`config.mk`:
```
export PLATFORM = sky130hd
export DESIGN_NAME = dp_mem_responder
export DESIGN_NICKNAME = d
export VERILOG_FILES = /design/src/rtl/dp_mem_responder.sv
export SDC_FILE = /design/constraint.sdc
export NUM_CORES = 1
export LEC_CHECK = 0
export CORE_MARGIN = 5
export CORE_UTILIZATION = 43
export DETAILED_ROUTE_END_ITERATION = 7
export PLACE_DENSITY = 0.8
export SLEW_MARGIN = 20
export SYNTH_ARGS = -nofsm -noshare
export SYNTH_HDL_FRONTEND = slang
export SYNTH_SLANG_ARGS = --single-unit
```
`constraint.sdc`:
```
create_clock -name CLK -period 7 [get_ports CLK]
set_input_delay 1.4 -clock CLK [delete_from_list [all_inputs] [get_ports CLK]]
set_output_delay 1.4 -clock CLK [all_outputs]
set_load 0.02 [all_outputs]
```
`src/rtl/dp_mem_responder.sv`:
```
// dp_mem_responder: arbitrates datapath fetch/data requests onto a single-ported RAM,
// returning registered one-cycle ihit/dhit pulses; a watchdog abandons stuck accesses.
`default_nettype none

module dp_mem_responder #(
  parameter int unsigned TIMEOUT  = 255,
  parameter logic [31:0] BAD_WORD = 32'hBAD1BAD1
) (
  input  logic        CLK,
  input  logic        RST,
  input  logic        imemREN,
  input  logic [31:0] imemaddr,
  input  logic        dmemREN,
  input  logic        dmemWEN,
  input  logic [31:0] dmemaddr,
  input  logic [31:0] dmemstore,
  output logic        ihit,
  output logic [31:0] imemload,
  output logic        dhit,
  output logic [31:0] dmemload,
  output logic        ramREN,
  output logic        ramWEN,
  output logic [31:0] ramaddr,
  output logic [31:0] ramstore,
  input  logic [31:0] ramload,
  input  logic [1:0]  ramstate,
  output logic        fault
);

  localparam logic [1:0]  c_RAM_ACCESS = 2'd2;
  localparam logic [15:0] c_CNT_LAST   = 16'(TIMEOUT - 1);

  typedef enum logic [1:0] {
    ST_IDLE = 2'd0,
    ST_DACC = 2'd1,
    ST_IACC = 2'd2,
    ST_DONE = 2'd3
  } state_t;

  state_t      r_state;
  state_t      w_next;
  logic [29:0] r_addr;
  logic [31:0] r_store;
  logic        r_wr;
  logic [15:0] r_cnt;
  logic        r_ihit;
  logic        r_dhit;
  logic [31:0] r_imemload;
  logic [31:0] r_dmemload;
  logic        r_fault;

  logic        w_in_acc;
  logic        w_access;
  logic        w_tout;
  logic        w_dreq;
  logic        w_unused_lo;

  // Word alignment discards the byte offset of both request addresses.
  assign w_unused_lo = ^{imemaddr[1:0], dmemaddr[1:0]};

  assign w_in_acc = (r_state == ST_DACC) || (r_state == ST_IACC);
  assign w_access = (ramstate == c_RAM_ACCESS);
  // Counter equals cycles already spent, so this is the TIMEOUT-th access cycle.
  assign w_tout   = w_in_acc && !w_access && (r_cnt == c_CNT_LAST);
  assign w_dreq   = dmemWEN || dmemREN;

  always_comb begin
    w_next = r_state;
    case (r_state)
      ST_IDLE: begin
        if (w_dreq)       w_next = ST_DACC;
        else if (imemREN) w_next = ST_IACC;
      end
      ST_DACC, ST_IACC: begin
        if (w_access || w_tout) w_next = ST_DONE;
      end
      ST_DONE: w_next = ST_IDLE;
      default: w_next = ST_IDLE;
    endcase
  end

  always_ff @(posedge CLK or posedge RST) begin
    if (RST) begin
      r_state    <= ST_IDLE;
      r_addr     <= '0;
      r_store    <= '0;
      r_wr       <= 1'b0;
      r_cnt      <= '0;
      r_ihit     <= 1'b0;
      r_dhit     <= 1'b0;
      r_imemload <= '0;
      r_dmemload <= '0;
      r_fault    <= 1'b0;
    end else begin
      r_state <= w_next;
      r_ihit  <= (r_state == ST_IACC) && (w_next == ST_DONE);
      r_dhit  <= (r_state == ST_DACC) && (w_next == ST_DONE);

      if (r_state == ST_IDLE) begin
        r_cnt <= '0;
        if (w_dreq) begin
          r_addr  <= dmemaddr[31:2];
          r_store <= dmemstore;
          r_wr    <= dmemWEN;
        end else if (imemREN) begin
          r_addr <= imemaddr[31:2];
          r_wr   <= 1'b0;
        end
      end else if (w_in_acc) begin
        r_cnt <= r_cnt + 16'd1;
      end

      if (r_state == ST_IACC) begin
        if (w_access)    r_imemload <= ramload;
        else if (w_tout) r_imemload <= BAD_WORD;
      end
      if ((r_state == ST_DACC) && !r_wr) begin
        if (w_access)    r_dmemload <= ramload;
        else if (w_tout) r_dmemload <= BAD_WORD;
      end

      if (w_tout) r_fault <= 1'b1;
    end
  end

  assign ramREN   = w_in_acc && !((r_state == ST_DACC) && r_wr);
  assign ramWEN   = (r_state == ST_DACC) && r_wr;
  assign ramaddr  = {r_addr, 2'b00};
  assign ramstore = r_store;

  assign ihit     = r_ihit;
  assign dhit     = r_dhit;
  assign imemload = r_imemload;
  assign dmemload = r_dmemload;
  assign fault    = r_fault;

endmodule

`default_nettype wire

```
After elaboration in Yosys (flattened, before gate mapping)
Index checks and enable logic that the tools add are counted.

operators by class
  bitwise operators = 0
  reduce and logical (&&, ||, !) cells = 22
  divide/modulo/power cells = 0
  shift-type cells = 0
  mux-type cells = 12
  magnitude comparators = 0
  $mul = 0
  eq/ne operators = 6
  $add $sub $neg = 1

operator list
  operator                                                          count
  32-bit two-way mux                                                2
  30-bit two-way mux                                                2
  16-bit two-way mux                                                2
  16-bit by 1-bit adder with 16-bit output, second input constant   1
  16-bit by 8-bit == test with 1-bit output, second input constant  1
  2-bit == test, second input constant                              4
  2-bit AND reduction                                               4
  1-bit logical AND                                                 7
  2-bit two-way mux                                                 3
  2-bit case mux with 3 select lines                                1
  2-bit nonzero test                                                3
  1-bit zero test                                                   3
  1-bit logical OR                                                  3
  2-bit by 1-bit == test with 1-bit output, second input constant   1
  2-bit zero test                                                   1
  1-bit two-way mux                                                 2
  2-bit OR reduction                                                1

word-level totals
  output and inout port bits = 133
  logic and storage cells = 51
  memory bits (read-only) = 0
  memories kept = 0
  bits in writable memories = 0
  flip-flop bits (word level) = 148
  latch bits = 0
  input port bits = 135

Logic depth before layout (Yosys ltp)
Gate-level depths: netlist of run 1.

  depth in word-level cells = 9
  depth in mapped cells = 8
  depth with buffers taken out = 6

Worst setup path before layout of run 1
Ideal clock, no wire load.

  path type = register to output
  start point = reg r_state[1]
  end point = out ramREN
  path buffers = 2
  stages on the path, launching flop included = 7
  slack = 4,048 ps
  required time = 5,600 ps
  arrival = 1,552 ps
  cell sequence = dfrtp_1 inv_1 ha_1 nand2b_1 clkbuf_1 clkbuf_1 o21ai_0

on the way
  word-level cells in the longest chain between the ends = 4
  elaborated cells on any way between the ends = 6
  those cells by class = 2 x eq/ne; 4 x reduce/logical

RTL lines
  item                                      RTL line  source
  from (decl)                               40        state_t r_state;
  from (signal assigned)                    95        r_state <= w_next;
  2-bit by 1-bit == test with 1-bit output  61, 126
  1-bit logical AND                         126       assign ramREN = w_in_acc && !((r_state == ST_DACC) && r_wr);
  1-bit zero test                           126
  1-bit logical AND (*)                     126
  to (decl)                                 21        output logic ramREN,

Every way passes the cells marked *; elsewhere a longest branch is shown, timed or not.

Worst setup path after layout of run 1
  start point = reg r_state[0]
  end point = out ramREN

The elaborated chain is that of the path after synthesis.

==> results of run 1 <==
==> flip-flops by register name (all words and copies together), names as in the netlist <==
| signal | count |
|---|---|
| dmemload | 32 |
| imemload | 32 |
| ramstore | 32 |
| r_addr | 30 |
| r_cnt | 16 |
| r_state | 2 |
| dhit | 1 |
| fault | 1 |
| ihit | 1 |
| r_wr | 1 |
==> power by group <==
| part | internal [mW] | switching (mW) | leakage, nW |
|---|---|---|---|
| clock | 0.622 | 0.347 | 0.302 |
| combinational | 0.894 | 0.941 | 1.91 |
| sequential | 1.14 | 0.184 | 1.79 |
==> layout by cell type (no fill, tap or decap), types with 3 or more instances in the layout <==
cell             netlist  final
a22o_1                14     14
nand3_1                7      7
mux2_2                32     32
o21ai_0               40     40
nor2_1                11      9
nand2_1               46     46
a21o_1                14     14
inv_1                 42     41
ha_1                   6      6
o31ai_1                6      5
dfrtp_1              148    148
bufinv_16              0      4
a22oi_1               14     14
xor2_1                 4      4
o22ai_1               36     36
clkbuf_16              0     17
a21oi_1               46     45
mux2i_1               31     31
a21bo_2               14     14
nand2b_1               5      5
or4_1                  4      4
clkdlybuf4s50_1        0    261
buf_4                  3      4
clkbuf_8               0      3
==> layer usage <==
layer | part of all wire | vias up
met5 | 0 | -
met4 | 0.018 | 0
met3 | 0.081 | 20
met2 | 0.50 | 212
met1 | 0.40 | 2679
li1 | - | 2581
==> cells by family after synthesis <==
| family | count (synthesis) |
|---|---|
| simple gates | 93 |
| other cells | 1 |
| fa+ha+maj | 6 |
| xor+xnor | 6 |
| mux | 63 |
| buf+inv | 78 |
| flops | 148 |
| compound gates | 191 |
==> worst max-delay path by stage <==
stage,startpoint,to,slack [ns],depth (start not counted)
floorplan,RST,dhit,1.62,1
global route,r_state[0],ramREN,2.15,5
detailed placement,r_state[0],ramREN,2.80,5
finish,r_state[0],ramREN,2.39,5
CTS,r_state[0],ramREN,2.37,5
global placement,r_state[0],ramREN,2.83,5
==> cell type report <==
cell class | count | area share
flip-flops and latches | 148 | 0.373
repair buffers | 266 | 0.269
multi-input cells | 361 | 0.256
clock buffers | 22 | 0.0477
well taps | 188 | 0.0237
inverters | 42 | 0.0164
clock inverters | 8 | 0.0151
==> reports/metrics.yaml, run 1 <==
nFillCells: 1193
finalHoldViolations: 0
cts_sinks: 148
tightest_slew_ns: 1.11
endpoint_kind: "output pin"
drive_gt1_frac: 0.107
drv_cap: 0
initial_utilization: 0.434
post-dp-hpwl_um: 13600
synth_area_leader_cell: "dfrtp_1"
ant_nets: 0
slew_headroom: 0.255
setup_ws_ns: 2.39
slowest_delay_ns: 0.78
yosys_warnings: 0
seq_area_frac_synth: 0.568
wl_per_cell_um: 18.2
grt_use_total: 0.209
hold-path-cell-count: 1
synth_common_cells: "148 x dfrtp_1, 46 x a21oi_1, 46 x nand2_1"
vias_per_cell: 5.31
grt-busiest-layer: "met2"
synth.mux.area_fraction: 0.103
die_area_um2: 17700
ys_ff_latch: 148
finalSetupViolations: 0
fin_crit_sh: 0.659
final_cells: 1035
yosysTopAreaCellShare: 0.568
power_density_nw_per_um2: 416
synthXorXnorAreaFrac: 0.00806
antenna_found_initial: 0
report.power.total_mw: 4.13
ff2ff_path_depth: 6
post-synth-top-count-cell: "dfrtp_1"
wl_um: 18900
synth-simple-area-share: 0.0704
postSynthAreaPerCell_um2: 11.1
cp_data_required_time_ns: 5.60
clkTransAtPathRegs_ns: 0.06
grt_pass1_vias: 5441
cts-root-buf: "clkbuf_16"
synthFlopType: "dfrtp_1"
synthArstFlopShare: 1.00
cp_cell_sequence: "inv_1 -> ha_1 -> inv_1 -> o21ai_0 -> clkdlybuf4s50_1"
cts_tree: "done"
diodes: 0
syn-cell-area_um2: 6520
postSynthCellCount: 586
crit_slowest_cell: "ha_1"
yosys-top-cells-area: "dfrtp_1 57%, mux2_2 5.5%, mux2i_1 4.8%, a21oi_1 3.5%, o22ai_1 3.5%"
rsz0062_at_grt: "no"
r2r_start: "r_state[0]"
critPathKind: "flop to output pin"
synth-compound-area-share: 0.188
met2_usage: 0.344
rows: 45
holdWs_ns: 0.464
overflow: 0
num-nets-final: 977
cp_top_family: "buffers and inverters"
p_leak_nw: 4.01
worstPathArrival_ns: 3.21
tns_ns: 0
grt_pass1_wl_um: 29400
vias: 5492
ys_types: 49
critPathLaunchType: "flop"
cts.repair.resized: 0
rrSetupSlack_ns: 3.69
dp_cells: 1004
drt-initial-drc-count: 305
port_buffers: 261
synth_top_family_by_area: "compound AO/OA/AOI/OAI gates"
path_buf_inv: 3
met3_usage: 0.0687
die_w_um: 133
clk_latency_ns: 0.41
gp_congestion: 0.800
dp_slack_ns: 2.80
cts_buffers: 17
final_core_util: 0.661
period_needed_ns: 4.61
multi_input_area_um2: 2540
crit_fanout: 21
hp-class: "flop to flop"
die_h_um: 133
hp-start: "fault"
worstHoldEndpoint: "fault"
r2r-end: "imemload[1]"
grt_max_degree: 87
seq_area_um2: 3700
io_pins: 268
crit_top_cell: "inv_1"
slew_viol_final: 0
drt_pass1_iterations: 5
globalRouteMet1Util: 0.264
finClkSkew_ns: 0.00596
syn_to_final_growth_pct: 52.4
status: "completed"
placed_area_um2: 9280
fin_area_um2: 9930
drc_errors: 0
htree_levels: 4
clk_path_buf_depth: 2
cts-hold-fix-buffers: 0
max_freq_mhz: 217
core_area_um2: 15000
synth_edf_count: 0
synth_fa_ha_area_frac: 0.0115
irDropWorstVdd_uv: 193
post_cts.repair.setup_buffers: 0
Power figures use the tool's default switching activity.
==> run 2: changes to the inputs <==
==> constraint.sdc (replaced) <==
create_clock -name CLK -period 4.7 [get_ports CLK]
set_input_delay 0.94 -clock CLK [delete_from_list [all_inputs] [get_ports CLK]]
set_output_delay 0.94 -clock CLK [all_outputs]
set_load 0.02 [all_outputs]
==> reports/metrics.yaml, run 2 (synthesized netlist as in run 1, its figures left out) <==
status: "completed"
finClkSkew_ns: 0.0107  # +0.00477 ns
drt-initial-drc-count: 265  # -13%
cp_data_required_time_ns: 3.76  # -1.84 ns
worstPathArrival_ns: 2.66  # -0.55 ns
fin_crit_sh: 0.766
final_common_cell: "clkdlybuf4s50_1"
post-dp-hpwl_um: 13900  # +2.6%
clk_path_buf_depth: 2  # unchanged
num-nets-final: 981  # +0.41%
io_pins: 268  # unchanged
diodes: 0  # unchanged
irDropWorstVdd_uv: 332  # +72%
finalSetupViolations: 0  # unchanged
dp_cells: 1008  # +0.40%
grt_pass1_wl_um: 30400  # +3.3%
cts.repair.resized: 0  # unchanged
grt_pass1_vias: 5667  # +4.2%
rsz0062_at_grt: "no"
critPathLaunchType: "flop"
die_area_um2: 17700  # unchanged
clk_latency_ns: 0.42  # about the same
cts-root-buf: "clkbuf_16"
ant_nets: 0  # unchanged
power_density_nw_per_um2: 602  # +45%
slew_viol_final: 0  # unchanged
critPathKind: "flop to output pin"
endpoint_kind: "output pin"
vias_per_cell: 5.18  # -2.3%
port_buffers: 261  # unchanged
crit_fanout: 21  # unchanged
post_cts.repair.setup_buffers: 0  # unchanged
final_cell_mix: "261 x clkdlybuf4s50_1, 148 x dfrtp_1, 46 x nand2_1, 45 x a21oi_1, 41 x inv_1"
cts_sinks: 148  # unchanged
drv_cap: 0  # unchanged
nFillCells: 1166  # -2.3%
final_cells: 1041  # +0.58%
cts-hold-fix-buffers: 0  # unchanged
wl_um: 19000  # +0.66%
cts_tree: "done"
drt_pass1_iterations: 5  # unchanged
wl_per_cell_um: 18.3  # about the same
finalHoldViolations: 0  # unchanged
initial_utilization: 0.434  # unchanged
die_w_um: 133  # unchanged
grt_use_total: 0.216  # +0.00668
p_leak_nw: 3.97  # -0.82%
cts_buffers: 17  # unchanged
die_h_um: 133  # unchanged
slew_headroom: 0.290  # +0.0354
max_freq_mhz: 278
drc_errors: 0  # unchanged
syn_to_final_growth_pct: 51.6
drive_gt1_frac: 0.113  # +0.00511
vias: 5397  # -1.7%
antenna_found_initial: 0  # unchanged
tns_ns: 0  # unchanged
gp_congestion: 0.814  # +1.7%
overflow: 0  # unchanged
tightest_slew_ns: 1.06  # -0.0529 ns
rows: 45  # unchanged
clkTransAtPathRegs_ns: 0.06  # about the same
hp-class: "flop to flop"
grt_max_degree: 73  # -16%
htree_levels: 4  # unchanged
core_area_um2: 15000  # unchanged
period_needed_ns: 3.60
## run 2: where the power goes
group          switching [mW]  internal (mW)  leakage, nW
Combinational            1.40           1.34         1.93
Clock                   0.535          0.706        0.253
Sequential              0.272           1.70         1.79
## run 2: critical path, stage by stage (launching register included)
cell	delay (ns)
dfrtp_1	0.43
inv_1	0.14
ha_1	0.15
buf_4	0.27
inv_1	0.34
o21ai_0	0.25
clkdlybuf4s50_1	0.67
## run 2: path summary, 6_finish.rpt
kind	from	endpoint	slack [ns]	cells past startpoint
setup / recovery	r_state[0]	ramREN	1.10	6
hold / removal	fault	fault	0.46	1
setup reg to reg	r_state[1]	dmemload[14]	2.15	6
hold reg to reg	fault	fault	0.46	1
max in group asynchronous	RST	ramstore[20]	2.91	3
min in group asynchronous	RST	ramstore[14]	0.94	2
## run 2: area by class of cell
cell class | count | area [um^2] | area share
timing repair buffer | 270 | 2710 | 0.274
sequential | 148 | 3700 | 0.375
inverter | 42 | 161 | 0.0163
clock inverter | 10 | 75.1 | 0.00760
clock buffer | 22 | 464 | 0.0470
multi-input combinational | 361 | 2540 | 0.257
tap | 188 | 235 | 0.0238
## run 2: through the flow
| step | hold WS (ns) | instance area, um^2 | setup WS [ns] | utilization | power (mW) |
|---|---|---|---|---|---|
| global placement | 0.452 | 9320 | 1.55 | 0.620 | 4.68 |
| floorplan | 0.473 | 6530 | 1.90 | - | 3.48 |
| detailed placement | 0.453 | 9320 | 1.54 | 0.620 | 4.75 |
| CTS | 0.466 | 9860 | 1.09 | 0.656 | 6.01 |
| global route | 0.504 | 9880 | 0.915 | 0.657 | 6.30 |
| finish | 0.461 | 9880 | 1.10 | 0.657 | 5.95 |
## run 2: layer usage
metal | track usage | up-vias | share of wire
met5 | 0 | - | 0
met4 | 0.0663 | 0 | 0.018
met3 | 0.0767 | 21 | 0.080
met2 | 0.368 | 194 | 0.50
met1 | 0.259 | 2593 | 0.40
li1 | - | 2589 | -
